--- config.mk ---
export PLATFORM = sky130hd
export DESIGN_NAME = cache_mem_arbiter
export DESIGN_NICKNAME = d
export VERILOG_FILES = /design/src/rtl/cache_mem_arbiter_pkg.sv /design/src/rtl/cache_mem_arbiter_rr2.sv /design/src/rtl/cache_mem_arbiter.sv
export SDC_FILE = /design/constraint.sdc
export NUM_CORES = 1
export LEC_CHECK = 0
export CORE_AREA = 2 2 579 581
export CTS_CLUSTER_SIZE = 8
export DETAILED_ROUTE_END_ITERATION = 10
export DIE_AREA = 0 0 581 583
export PLACE_DENSITY = 0.3
export SYNTH_ARGS = -nofsm -noshare
export SYNTH_HDL_FRONTEND = slang
export SYNTH_SLANG_ARGS = --single-unit
--- constraint.sdc ---
create_clock -name clk -period 2.7 [get_ports clk]
set_input_delay 0.81 -clock clk [delete_from_list [all_inputs] [get_ports clk]]
set_output_delay 0.81 -clock clk [all_outputs]
set_load 0.01 [all_outputs]
--- src/rtl/cache_mem_arbiter_pkg.sv ---
// Shared types and default widths for the L1-to-memory port arbiter.
package cache_arb_pkg;

   localparam int LINE_W_DEF = 256;
   localparam int ADDR_W_DEF = 32;
   localparam int CNT_W_DEF  = 32;

   typedef enum logic [1:0] {
      IDLE    = 2'd0,
      SERVE_I = 2'd1,
      SERVE_D = 2'd2,
      RELEASE = 2'd3
   } arb_state_t;

   typedef enum logic {
      REQ_I = 1'b0,
      REQ_D = 1'b1
   } req_id_t;

   function automatic logic is_serving(arb_state_t s);
      return (s == SERVE_I) || (s == SERVE_D);
   endfunction

endpackage

--- src/rtl/cache_mem_arbiter_rr2.sv ---
// Two-way round-robin picker; last_grant only moves when a served
// transaction completes, so a tie goes to whoever was not served last.
module arb_rr2
   import cache_arb_pkg::*;
(
   input  logic       clk,
   input  logic       rst,
   input  logic [1:0] req,
   input  logic       advance,
   input  req_id_t    served,
   output req_id_t    grant
);

   req_id_t last_grant_q;
   req_id_t last_grant_d;

   always_comb begin
      last_grant_d = last_grant_q;
      if (advance) begin
         last_grant_d = served;
      end
   end

   // Reset to D so the icache wins the very first tie.
   always_ff @(posedge clk) begin
      if (rst) begin
         last_grant_q <= REQ_D;
      end else begin
         last_grant_q <= last_grant_d;
      end
   end

   always_comb begin
      grant = REQ_I;
      case (req)
         2'b10:   grant = REQ_D;
         2'b11:   grant = (last_grant_q == REQ_I) ? REQ_D : REQ_I;
         default: grant = REQ_I;
      endcase
   end

endmodule

--- src/rtl/cache_mem_arbiter.sv ---
// Shares one cacheline-wide memory port between the L1 icache and dcache,
// driving it from latched request copies and steering the response back.
module cache_mem_arbiter
   import cache_arb_pkg::*;
#(
   parameter int LINE_W = LINE_W_DEF,
   parameter int ADDR_W = ADDR_W_DEF,
   parameter int CNT_W  = CNT_W_DEF
) (
   input  logic              clk,
   input  logic              rst,
   input  logic              i_read,
   input  logic [ADDR_W-1:0] i_addr,
   output logic [LINE_W-1:0] i_rdata,
   output logic              i_resp,
   input  logic              d_read,
   input  logic              d_write,
   input  logic [ADDR_W-1:0] d_addr,
   input  logic [LINE_W-1:0] d_wdata,
   output logic [LINE_W-1:0] d_rdata,
   output logic              d_resp,
   output logic              pmem_read,
   output logic              pmem_write,
   output logic [ADDR_W-1:0] pmem_addr,
   output logic [LINE_W-1:0] pmem_wdata,
   input  logic [LINE_W-1:0] pmem_rdata,
   input  logic              pmem_resp,
   output logic [CNT_W-1:0]  i_grant_cnt,
   output logic [CNT_W-1:0]  d_grant_cnt,
   output logic [CNT_W-1:0]  conflict_cnt
);

   arb_state_t state_q, state_d;
   req_id_t    grant;
   req_id_t    served;
   logic       d_req;
   logic       any_req;
   logic       done;

   logic [ADDR_W-1:0] addr_q, addr_d;
   logic [LINE_W-1:0] wdata_q, wdata_d;
   logic              write_q, write_d;
   logic [CNT_W-1:0]  i_cnt_q, i_cnt_d;
   logic [CNT_W-1:0]  d_cnt_q, d_cnt_d;
   logic [CNT_W-1:0]  conf_cnt_q, conf_cnt_d;

   assign d_req   = d_read | d_write;
   assign any_req = i_read | d_req;
   assign done    = is_serving(state_q) & pmem_resp;
   assign served  = (state_q == SERVE_D) ? REQ_D : REQ_I;

   arb_rr2 u_rr (
      .clk     (clk),
      .rst     (rst),
      .req     ({d_req, i_read}),
      .advance (done),
      .served  (served),
      .grant   (grant)
   );

   always_ff @(posedge clk) begin
      if (rst) begin
         state_q <= IDLE;
      end else begin
         state_q <= state_d;
      end
   end

   always_comb begin
      state_d = state_q;
      case (state_q)
         IDLE:    if (any_req) state_d = (grant == REQ_I) ? SERVE_I : SERVE_D;
         SERVE_I: if (pmem_resp) state_d = RELEASE;
         SERVE_D: if (pmem_resp) state_d = RELEASE;
         RELEASE: state_d = IDLE;
         default: state_d = IDLE;
      endcase
   end

   // Requests are captured only on the grant edge; a read+write clash counts as a write.
   always_comb begin
      addr_d  = addr_q;
      wdata_d = wdata_q;
      write_d = write_q;
      if ((state_q == IDLE) && any_req) begin
         if (grant == REQ_I) begin
            addr_d  = i_addr;
            wdata_d = '0;
            write_d = 1'b0;
         end else begin
            addr_d  = d_addr;
            wdata_d = d_wdata;
            write_d = d_write;
         end
      end
   end

   always_comb begin
      i_cnt_d    = i_cnt_q;
      d_cnt_d    = d_cnt_q;
      conf_cnt_d = conf_cnt_q;
      if ((state_q == IDLE) && i_read && d_req) conf_cnt_d = conf_cnt_q + CNT_W'(1);
      if (done && (served == REQ_I)) i_cnt_d = i_cnt_q + CNT_W'(1);
      if (done && (served == REQ_D)) d_cnt_d = d_cnt_q + CNT_W'(1);
   end

   always_ff @(posedge clk) begin
      if (rst) begin
         addr_q     <= '0;
         wdata_q    <= '0;
         write_q    <= 1'b0;
         i_cnt_q    <= '0;
         d_cnt_q    <= '0;
         conf_cnt_q <= '0;
      end else begin
         addr_q     <= addr_d;
         wdata_q    <= wdata_d;
         write_q    <= write_d;
         i_cnt_q    <= i_cnt_d;
         d_cnt_q    <= d_cnt_d;
         conf_cnt_q <= conf_cnt_d;
      end
   end

   // Strobes drop in the response cycle itself so memory never sees a second request.
   always_comb begin
      pmem_read  = 1'b0;
      pmem_write = 1'b0;
      pmem_addr  = '0;
      pmem_wdata = '0;
      i_resp     = 1'b0;
      d_resp     = 1'b0;
      i_rdata    = '0;
      d_rdata    = '0;
      case (state_q)
         SERVE_I: begin
            pmem_read = ~pmem_resp;
            pmem_addr = addr_q;
            i_resp    = pmem_resp;
            i_rdata   = pmem_rdata;
         end
         SERVE_D: begin
            pmem_read  = ~write_q & ~pmem_resp;
            pmem_write = write_q & ~pmem_resp;
            pmem_addr  = addr_q;
            pmem_wdata = write_q ? wdata_q : '0;
            d_resp     = pmem_resp;
            d_rdata    = pmem_rdata;
         end
         default: begin
         end
      endcase
   end

   assign i_grant_cnt  = i_cnt_q;
   assign d_grant_cnt  = d_cnt_q;
   assign conflict_cnt = conf_cnt_q;

endmodule

Word-level counts from Yosys, hierarchy flattened
Cells that the tools add are included.
- reductions and logical operators: 9
- muxes and demuxes: 19
- eq/ne operators: 7
- bitwise logic cells: 8
- add/sub/neg operators: 3
- operators with widths (kind ; number):
    two-way mux 256 bit ; 5
    adder 32 x 1 -> 32 bit (second input constant) ; 3
    two-way mux 32 bit ; 2
    equality test 2 bit (second input constant) ; 4
    two-way mux 1 bit ; 6
    two-way mux 2 bit ; 3
    one-hot mux 2 bit (3 select lines) ; 1
    logical AND 1 bit ; 5
    one-hot mux 1 bit (2 select lines) ; 2
    bitwise AND 1 bit ; 3
    NOT 1 bit ; 3
    equality test 2 x 1 -> 1 bit (second input constant) ; 1
    logical NOT 2 bit ; 1
    != test 2 x 1 -> 1 bit (second input constant) ; 1
    != test 2 bit (second input constant) ; 1
    OR 1 bit ; 2
    AND reduction 2 bit ; 1
    OR reduction 2 bit ; 1
    logical OR 1 bit ; 1
- output and inout port bits: 900
- bits of input ports: 582
- register bits: 388
- logic and storage cells: 54

Logic depth before layout (Yosys ltp)
- word-level depth: 6
- gate-level depth with buffers: 8
- depth with buffers taken out: 6

By module
From an unflattened synthesis, not the netlist that was laid out.
- cell total of the unflattened synthesis: 2789
- area, all modules: 20861.3 um2
- modules (own cells, without submodules) (module ; area each (um2) ; times used ; cells an instance ; sequential area each (um2)):
    cache_mem_arbiter ; 20818.7 ; 1 ; 2785 ; 7747.4
    arb_rr2 ; 42.5 ; 1 ; 4 ; 20.0

Least setup slack after synthesis
No wires, ideal clock.
- path kind: flip-flop to output port
- start: register state_q[0]
- end: output d_rdata[126]
- buffers on the path: 4
- data arrival time: 1.648 ns
- path slack: 0.242 ns
- data required time: 1.890 ns
- cell stages (with the launch flop): 8
- cell sequence: dfxtp_1 inv_1 ha_1 buf_2 clkbuf_1 clkbuf_1 clkbuf_1 and2_1
- word-level cells in the longest chain between the ends: 2
- ends and longest elaborated chain (item ; RTL line ; RTL):
    from (decl) ; cache_mem_arbiter.sv:33 ; arb_state_t state_q, state_d;
    from (signal assigned) ; cache_mem_arbiter.sv:65 ; state_q <= state_d;
    equality test 2 bit ; cache_mem_arbiter.sv:135 ; case (state_q)
    two-way mux 256 bit ; cache_mem_arbiter.sv:135 ;
    to (decl) ; cache_mem_arbiter.sv:20 ; output logic [LINE_W-1:0] d_rdata,
Every way passes these cells.

Worst setup path in the final report
- start: register state_q[0]
- end: output d_rdata[181]
The elaborated chain is that of the path after synthesis.

==> summary.md <==
| Metric | Value |
|---|---|
| TritonRoute pass-1 iters | `5` |
| Critical Path Sink | `d_rdata[181]` |
| Post-Syn Nets | `roughly 3,400` |
| Worst setup SP type | `flip-flop` |
| Setup CP Type | `flip-flop to output port` |
| Area of the multi-input gates | `14,300 µm²` |
| Final hold violations | `0` |
| Register area share after synthesis | `a little under two fifths` |
| RSZ-0062 raised after global routing | `true` |
| Worst slew pin tran | `approximately 0.88 ns` |
| Vias post-DR | `between 30,000 and 40,000` |
| Critical path depth | `9` |
| CP Capture Type | `output port` |
| Layout cells sized above 1 | `46.5%` |
| # setup viols final | `between 800 and 900` |
| Synth async-reset ratio | `0%` |
| Dpl hpwl | `298 mm` |
| Hold_buf cts | `0` |
| Power, Total | `just over 40 mW` |
| Final period utilization | `118%` |
| Pwr dens | `735 nW/µm²` |
| Starting DRT DRC Count | `1,765` |
| # IOs | `about 1,500` |
| Seq cells post-synth | `between 300 and 400` |
| Mapped Cells | `about 2,800` |
| Tmin final | `roughly 3.2 ns` |
| Worst-path fanout max | `8` |
| Netlist cell types | `50` |
| Clock edge transition at the registers on the reported setup and hold paths | `0.06 ns` |
| Vias per inst | `about 3.3` |
| Global-route wire length before repair | `between 400 and 500 mm` |
| Routed WL | `345 mm` |
| Final Worst Setup Slack | `-0.480 ns` |
| Die Area | `roughly 340,000 µm²` |
| Max Freq | `about 310 MHz` |
| Max Cap Viol | `0` |
| Root buffer cell | `clkbuf_16` |
| Most frequent CP cell | `buf_12` |
| Chip height | `roughly 580 µm` |
| Antenna violations before repair | `237` |
| Crit-path leading delay family | `buffers and inverters` |
| Worst Hold Margin | `between 0.4 and 0.5 ns` |
| H-tree level count | `2` |
| CTS Sinks | `about 390` |
| RePlAce Congestion | `1.01` |
| R2R Path Start | `state_q[0]` |
| CTS tree | `built` |
| Slew Limit Headroom | `~41%` |
| Core Area | `about 330,000 µm²` |
| Synthesis-to-layout area growth | `166%` |
| Flop-to-flop setup slack | `0 ns` |
| DRC violations left | `0` |
| Avg WL per Cell | `roughly 37 µm` |
| Skew final | `between 0.03 and 0.04 ns` |
| Buf/Inv on CP | `7` |
| Commonest cells in the netlist | `and2_1 (548), dfxtp_1 (388), nand2_1 (359)` |
| CTS Buffer Depth | `3` |
| Area of the mapped netlist | `around 21,000 µm²` |
| Most common cell in the netlist | `and2_1` |
| CP Data Arrival Time | `around 2.4 ns` |
| Critical R2R Capture | `i_grant_cnt[20]` |
| Final nets | `between 5,000 and 6,000` |
| Sequential cell area | `7790 µm²` |
| Initial Utilization | `under 10%` |
| Status | `complete, but fails checks` |
| Number of global-route vias before repair | `between 20,000 and 30,000` |
| Post-synth top area share | `a little under two fifths` |
| GRT overflow | `0` |
| Non-filler cells, final | `around 9,200` |
| Placed insts | `about 9,000` |
| Setup TNS | `-242.27 ns` |
| Top FF cell, synth | `dfxtp_1` |
| Fillers | `about 37,000` |
| Area contributors post-synth | `dfxtp_1 (37%), and2_1 (16%), and3_1 (7.8%)` |
| CP required | `between 1.5 and 2 ns` |
| Synth Area per Inst | `between 7 and 8 µm²` |
| Num CTS Buffers | `60` |
| Leakage | `roughly 22 nW` |
| Final antenna-violating net count | `0` |
| Largest net degree at the start of global routing | `54` |
| Final Cell Area | `about 55,000 µm²` |
| Synth Warn # | `0` |
| CP max-delay cell | `dfxtp_2` |
| Worst path max stage delay | `between 0.3 and 0.4 ns` |
| Failing checks | `negative setup slack` |
| Worst reg-to-reg path cell count | `11` |
| Slew Viols, Final | `0` |
| Die W | `581 µm` |
| Crit path cell chain | `inv_2, ha_4, buf_12, buf_16, buf_12, buf_12, buf_4, and2_4, buf_6` |
| Worst Hold Class | `input port to flip-flop` |
| Post-synth top area cell | `dfxtp_1` |
| Post-synth EDFFs | `0` |
| Worst VDD drop | `around 0.54 mV` |
| Critical Path Source | `state_q[0]` |
| GRT Util Overall | `around a fifth` |
| PortBufs | `1,481` |
| DP Area | `between 40,000 and 50,000 µm²` |
| Core Rows | `212` |
| Worst skew pair latency | `0.72 ns` |
-- layout by cell type, fill, tap and decap left out, types with 138 or more instances in the layout --
| cell type | instances |
|---|---|
| clkdlybuf4s50_1 | 612 |
| and2_4 | 476 |
| buf_6 | 440 |
| buf_12 | 426 |
| dfxtp_1 | 377 |
| nand2_1 | 358 |
| a21oi_1 | 318 |
| buf_4 | 313 |
| nand3_1 | 288 |
| and3_4 | 187 |
| diode_2 | 138 |
-- routing by layer --
metal	GRT usage (%)	wire (µm)	vias to the layer above
met5	0	769	-
met4	7.70	18100	114
met3	11.6	45000	553
met2	32.9	164000	1609
met1	18.7	117000	14700
li1	-	-	13500
-- sequential cells by signal, summed over array words and instances (netlist names) --
signal and flops:
write_q 1, d_grant_cnt 32, u_rr.last_grant_q 1, addr_q 32, conflict_cnt 32, i_grant_cnt 32, state_q 2, wdata_q 256
-- kinds of logic (layout without fill, tap and decap cells) --
kind of cell               Yosys count  count (layout)  synth area share, %
and+or+nand+nor                   1675            1675                 43.9
adders and majority gates            7               7                0.420
xor gates and xnor gates            26              26                 1.09
DFF                                388             388                 37.2
AOI/OAI and AO/OA                  425             425                 11.4
other                                0             138                    0
buffers and inverters              295            2173                 5.52
muxes                                8               8                0.414
-- layout make-up --
| cell class | instances | area share [%] |
|---|---|---|
| Timing Repair Buffer | 2068 | 46.4 |
| Sequential cell | 388 | 14.1 |
| Tap cell | 4387 | 9.91 |
| Antenna cell | 138 | 0.623 |
| Inverter | 14 | 0.104 |
| Clock buffer | 83 | 3.03 |
| Clock inverter | 8 | 0.187 |
| Multi-Input combinational cell | 2141 | 25.7 |
-- through the flow --
stage	setup slack [ns]	utilization (%)
final	-0.480	16.7
after global routing	-0.584	16.6
after CTS	-0.661	15.2
after detailed placement	-0.933	14.3
after global placement	-0.946	14.3
after floorplan	0.242	-
-- timing repair --
item,4_1_cts,5_1_grt
gates cloned,24,50
setup buffers,59,83
endpoints found under the setup margin,869,879
pin swaps,11,55
gates resized for setup,1220,2123
-- how the worst min path moves through the flow --
stage | from | to | cells after the start
5_1_grt | rst | d_grant_cnt[25] | 2
2_1_floorplan | wdata_q[226] | wdata_q[226] | 2
3_3_place_gp | wdata_q[14] | wdata_q[14] | 2
4_1_cts | rst | d_grant_cnt[26] | 2
3_5_place_dp | wdata_q[208] | wdata_q[208] | 2
6_report | rst | d_grant_cnt[26] | 2
-- power by group --
group          total, mW  leakage, nW  switching, mW  internal (mW)
clock network       7.72        0.870           3.39           4.33
registers           7.21         3.16          0.609           6.60
logic               25.8         18.1           12.6           13.2
-- worst register-to-register path: stages, from the launching register on --
cell	delay (ns)
dfxtp_2	0.34
inv_2	0.05
ha_4	0.18
buf_6	0.12
buf_12	0.13
buf_16	0.17
buf_6	0.12
nand4b_1	0.19
or4_4	0.57
buf_6	0.16
or4_4	0.48
a21oi_2	0.14
No activity file was read; power rests on OpenSTA's default activity.
